--- config.mk ---
export PLATFORM = sky130hd
export DESIGN_NAME = regfile_arbiter
export DESIGN_NICKNAME = d
export VERILOG_FILES = /design/src/rtl/regfile_pkg.sv /design/src/rtl/rr_arbiter2.sv /design/src/rtl/regfile_arbiter.sv
export SDC_FILE = /design/constraint.sdc
export NUM_CORES = 1
export LEC_CHECK = 0
export CAP_MARGIN = 5
export CORE_ASPECT_RATIO = 0.5
export CORE_MARGIN = 2
export CORE_UTILIZATION = 35
export DETAILED_ROUTE_END_ITERATION = 6
export HOLD_SLACK_MARGIN = 0.03
export PLACE_DENSITY_LB_ADDON = 0.08
export SETUP_SLACK_MARGIN = 0.3
export SYNTH_ARGS = -nofsm -noshare
export SYNTH_HDL_FRONTEND = slang
export SYNTH_SLANG_ARGS = --single-unit
--- constraint.sdc ---
create_clock -name clk -period 2.94 [get_ports clk]
set_input_delay 0.294 -clock clk [delete_from_list [all_inputs] [get_ports clk]]
set_output_delay 0.294 -clock clk [all_outputs]
set_load 0.02 [all_outputs]
--- src/rtl/regfile_pkg.sv ---
// regfile_pkg: shared sizes, register index map and FSM state type
// for the register-file arbiter.
package regfile_pkg;
    localparam int REG_COUNT = 11;
    localparam int REG_WIDTH = 12;
    localparam int ADDR_W    = 4;
    localparam int R      = 0;
    localparam int row    = 1;
    localparam int cAT    = 2;
    localparam int cB     = 3;
    localparam int rnow   = 4;
    localparam int cATnow = 5;
    localparam int cBnow  = 6;
    localparam int alphap = 7;
    localparam int betap  = 8;
    localparam int gammap = 9;
    localparam int Total  = 10;
    typedef enum logic [1:0] {IDLE, EXEC, RESP} state_t;
endpackage

--- src/rtl/rr_arbiter2.sv ---
// rr_arbiter2: two-way round-robin grant; on a tie the requester not
// granted last wins, and the pointer moves only when a grant is accepted.
module rr_arbiter2
    import regfile_pkg::*;
(
    input  logic       clk,
    input  logic       reset,
    input  logic [1:0] req,
    input  logic       accept,
    output logic [1:0] gnt
);
    logic last_q, last_d;
    always_comb begin
        gnt    = &req ? (last_q ? 2'b01 : 2'b10) : req;
        last_d = accept ? gnt[1] : last_q;
    end
    always_ff @(posedge clk or negedge reset) begin
        if (!reset) last_q <= 1'b1;
        else        last_q <= last_d;
    end
endmodule

--- src/rtl/regfile_arbiter.sv ---
// regfile_arbiter: serialises two request ports onto one register file
// through an IDLE/EXEC/RESP sequence (one access per three cycles).
module regfile_arbiter #(
    parameter int REG_COUNT = regfile_pkg::REG_COUNT,
    parameter int REG_WIDTH = regfile_pkg::REG_WIDTH,
    parameter int ADDR_W    = regfile_pkg::ADDR_W
) (
    input  logic                 clk,
    input  logic                 reset,
    input  logic                 req0_valid,
    input  logic                 req0_we,
    input  logic [ADDR_W-1:0]    req0_addr,
    input  logic [REG_WIDTH-1:0] req0_wdata,
    output logic                 req0_ready,
    output logic                 req0_rvalid,
    output logic [REG_WIDTH-1:0] req0_rdata,
    output logic                 req0_err,
    input  logic                 req1_valid,
    input  logic                 req1_we,
    input  logic [ADDR_W-1:0]    req1_addr,
    input  logic [REG_WIDTH-1:0] req1_wdata,
    output logic                 req1_ready,
    output logic                 req1_rvalid,
    output logic [REG_WIDTH-1:0] req1_rdata,
    output logic                 req1_err,
    output logic [REG_COUNT-1:0] rf_read_en,
    output logic [REG_COUNT-1:0] rf_write_en,
    output logic [REG_WIDTH-1:0] rf_datain,
    input  logic [REG_WIDTH-1:0] rf_dataout
);
    import regfile_pkg::*;
    state_t               state_q, state_d;
    logic                 owner_q, owner_d;
    logic                 we_q, we_d;
    logic                 err_q, err_d;
    logic [ADDR_W-1:0]    addr_q, addr_d;
    logic [REG_WIDTH-1:0] wdata_q, wdata_d;
    logic [REG_WIDTH-1:0] rdata_q, rdata_d;
    logic [1:0]           gnt;
    logic                 accept, legal, exec, rsp;
    rr_arbiter2 u_arb (
        .clk    (clk),
        .reset  (reset),
        .req    ({req1_valid, req0_valid}),
        .accept (accept),
        .gnt    (gnt)
    );
    // ready is gated by reset so every output reads 0 while reset is held
    assign accept = (state_q == IDLE) && reset && (req0_valid || req1_valid);
    assign legal  = 32'(addr_q) < REG_COUNT;
    assign exec   = state_q == EXEC;
    assign rsp    = state_q == RESP;
    always_comb begin
        state_d     = state_q;
        owner_d     = owner_q;
        we_d        = we_q;
        addr_d      = addr_q;
        wdata_d     = wdata_q;
        rdata_d     = rdata_q;
        err_d       = err_q;
        case (state_q)
            IDLE: if (accept) begin
                state_d = EXEC;
                owner_d = gnt[1];
                we_d    = gnt[1] ? req1_we    : req0_we;
                addr_d  = gnt[1] ? req1_addr  : req0_addr;
                wdata_d = gnt[1] ? req1_wdata : req0_wdata;
            end
            EXEC: begin
                state_d = RESP;
                rdata_d = (!we_q && legal) ? rf_dataout : '0;
                err_d   = !legal;
            end
            default: state_d = IDLE;
        endcase
    end
    always_comb begin
        rf_write_en = (exec && we_q && legal)  ? REG_COUNT'(1) << addr_q : '0;
        rf_read_en  = (exec && !we_q && legal) ? REG_COUNT'(1) << addr_q : '0;
        rf_datain   = (exec && we_q && legal)  ? wdata_q : '0;
        req0_ready  = accept && gnt[0];
        req1_ready  = accept && gnt[1];
        req0_rvalid = rsp && !owner_q;
        req1_rvalid = rsp && owner_q;
        req0_rdata  = req0_rvalid ? rdata_q : '0;
        req1_rdata  = req1_rvalid ? rdata_q : '0;
        req0_err    = req0_rvalid && err_q;
        req1_err    = req1_rvalid && err_q;
    end
    always_ff @(posedge clk or negedge reset) begin
        if (!reset) begin
            state_q <= IDLE;
            owner_q <= 1'b0;
            we_q    <= 1'b0;
            addr_q  <= '0;
            wdata_q <= '0;
            rdata_q <= '0;
            err_q   <= 1'b0;
        end else begin
            state_q <= state_d;
            owner_q <= owner_d;
            we_q    <= we_d;
            addr_q  <= addr_d;
            wdata_q <= wdata_d;
            rdata_q <= rdata_d;
            err_q   <= err_d;
        end
    end
endmodule

==> metrics.txt <==
status=completed; Synth area leader=dfrtp_1; post-synthesis register bit count=34; Switching Fraction=0.3074; global placer's final weighted congestion=0.7423; Leak=1.261 nW; Layout area overhead=69.62%; Final Instance Area=3262 um^2; Root Driver=clkbuf_8; number of port buffers=113; register area share after synthesis=0.4431; initial antenna violation count=0; Min Clock Period, post-route=2.529 ns; final net count=375; Final Routed Wirelength=5605 um; Initial Util=0.3564; Area contributors post-synth=dfrtp_1, and2_1, a2bb2oi_1; largest net degree at the start of global routing=36; Post-Syn Nets=264; antenna viol nets, final=0; Peak VDD IR=0.2706 mV; crit end category=output pin; n_diodes=0; Logic pwr share=0.299; clock network latency to the later pin of the worst-skew pair=0.29 ns; Via density=4.895; Mapped Area=1923 um^2; DRC Markers=0; row count=19; PwrDens=527.3 nW/um^2; average cell area after synthesis=8.986 um^2; CP max stage delay=0.61 ns; DR iter-0 viols=69; sw power=0.5288 mW; Max-Cap Viols=0; core area=5396 um^2; CTS sink count=34; R2R Setup Slk=1.12 ns; # IOs=114; CTS Buf Count=5; hold bufs inserted after CTS=0; Setup CP Type=reg -> out; clock buffer depth=2; CP arrival=2.23 ns; Top Layer Used=met4; crit-path max FO=16; Yosys Warn Count=0; Worst setup SP type=flip-flop; met2 WL post-DR=2585 um; clock group share of total power=0.303; worst-margin pin slew=0.7637 ns; clk slew on worst S/H paths=0.07 ns; die extent in x=108.8 um; Post-DP Area=3112 um^2; drt pass-1 iters=5; layout cell share with drive strength beyond 1=0.07362; length of routed met3 wiring=399 um; Hold Violations, Final=0; vias=1953; Min-Delay Path Class=in -> async; Slew Limit Fails=0; H-tree depth=2; Overflow after GRT=0; top cell type's share of synthesized area=0.4294; sequential cell fraction of total power=0.398; slowest CP cell=clkdlybuf4s50_1; Tcrit/Tclk final=0.8601; CTS tree=yes; setup violators final=0; crit path cell chain=nand2b_1, inv_2, o211a_4, and2_1, clkdlybuf4s50_1; die height=56.42 um; Max-slew headroom=0.4898; hpwl dp=4063 um; Highest Clock Rate=0.3955 GHz; Post-Route M1 WL=2565 um; Setup TNS=0 ns; Cell variety after synth=33; internal power=1.191 mW; first-pass GRT wire length=8838 um; GRT Overall Usage=0.1830; routed length per instance=14.05 um; Final Skew=0.007511 ns; vias in the first global route=1839; RSZ-0062 raised after global routing=true; WP data required=2.65 ns; area of the die=6140 um^2; Cells after Synth=214
through the flow:
step	util	hold slack, ns	power, mW	cells	setup slack, ns
2_1_floorplan	-	-0.001591	0.9832	214	1.315
3_3_place_gp	0.5766	0.3941	1.194	391	0.6306
3_5_place_dp	0.5766	0.3971	1.206	391	0.5900
4_1_cts	0.6021	0.07577	1.740	399	0.3043
5_1_grt	0.6045	0.1067	1.822	399	0.2902
6_report	0.6045	0.06702	1.720	399	0.4114
path summary, 6_finish.rpt:
kind	startpoint	end	cells past startpoint
hold / removal	reset	wdata_q[0]	2
max in group asynchronous	reset	u_arb.last_q	2
setup reg to reg	state_q[1]	wdata_q[9]	4
min in group clk	rdata_q[10]	rdata_q[10]	2
setup / recovery	state_q[1]	rf_datain[11]	5
hold reg to reg	rdata_q[10]	rdata_q[10]	2
synth_stat cells:
cell type,instances
dfstp_2,1
and3b_1,1
buf_2,7
o21a_1,1
a31oi_1,1
nand2_1,28
clkbuf_2,1
nor4b_2,1
a21bo_1,1
a21oi_1,3
buf_1,1
o211a_1,1
o21ai_0,12
nor3b_2,2
o32ai_1,17
a2bb2oi_1,17
nor2b_1,2
buf_4,1
o31ai_1,1
buf_6,1
clkinv_1,1
clkbuf_1,5
nor3b_1,2
nand2b_1,3
and2_1,38
dfrtp_1,33
nand3b_1,1
or2_2,1
inv_2,1
nand3_1,3
nor2_1,24
inv_1,1
o21bai_1,1
cell families after synthesis:
group | count (synthesis) | synth area share
buf+inv | 19 | 0.04814
simple gates | 106 | 0.2895
compound gates | 55 | 0.2193
flops | 34 | 0.4431
power by group through the flow:
| stage | logic, mW | clock network [mW] | registers (mW) |
|---|---|---|---|
| 2_1_floorplan | 0.324 | 0 | 0.660 |
| 3_3_place_gp | 0.506 | 0 | 0.688 |
| 3_5_place_dp | 0.517 | 0 | 0.689 |
| 4_1_cts | 0.518 | 0.539 | 0.683 |
| 5_1_grt | 0.566 | 0.550 | 0.706 |
| 6_report | 0.515 | 0.521 | 0.685 |
layout by cell type (no fill, tap or decap):
master / count
dfstp_2: 1
nor4b_2: 1
clkinv_1: 1
a2bb2oi_1: 17
a21oi_1: 3
clkbuf_8: 5
o32ai_1: 17
bufinv_16: 2
nand2b_1: 3
o21ai_0: 12
a21bo_1: 1
inv_1: 1
a31oi_1: 1
buf_4: 7
nor2b_1: 2
nand3_1: 3
nand2_1: 28
o21a_1: 1
or2_2: 1
buf_2: 1
nand3b_1: 1
and3b_1: 1
inv_2: 1
nor2_1: 24
o21bai_1: 1
clkinv_4: 1
dfrtp_1: 33
and2_1: 38
clkdlybuf4s50_1: 112
o31ai_1: 1
nor3b_2: 3
o211a_4: 1
nor3b_1: 1
flip-flops by register name, summed over array words and instances (netlist names):
| name | flops |
|---|---|
| state_q | 2 |
| owner_q | 1 |
| wdata_q | 12 |
| rdata_q | 12 |
| u_arb.last_q | 1 |
| err_q | 1 |
| we_q | 1 |
| addr_q | 4 |
critical path, delay by kind of cell (launching register included):
family          cells  cell delay [ns]
flops               1             0.46
compound gates      1             0.30
buf+inv             2             0.84
simple gates        2             0.35
routing by layer:
layer	up-vias	track usage
met5	-	0
met4	0	0.05861
li1	972	-
met1	898	0.2407
met2	77	0.2911
met3	6	0.05343
final cells by class:
type	count	area (um^2)
fillers	478	2135
inverters	3	11.26
multi-input cells	161	991.0
clock inverters	3	68.82
repair buffers	120	1179
flip-flops and latches	34	852.1
clock buffers	5	68.82
well taps	73	91.34
repair_timing:
action                     CTS  global route
resized for setup            1             2
buffers inserted             0             0
setup endpoints to repair   12            16
Note: power is estimated with default switching activity, not from simulation.
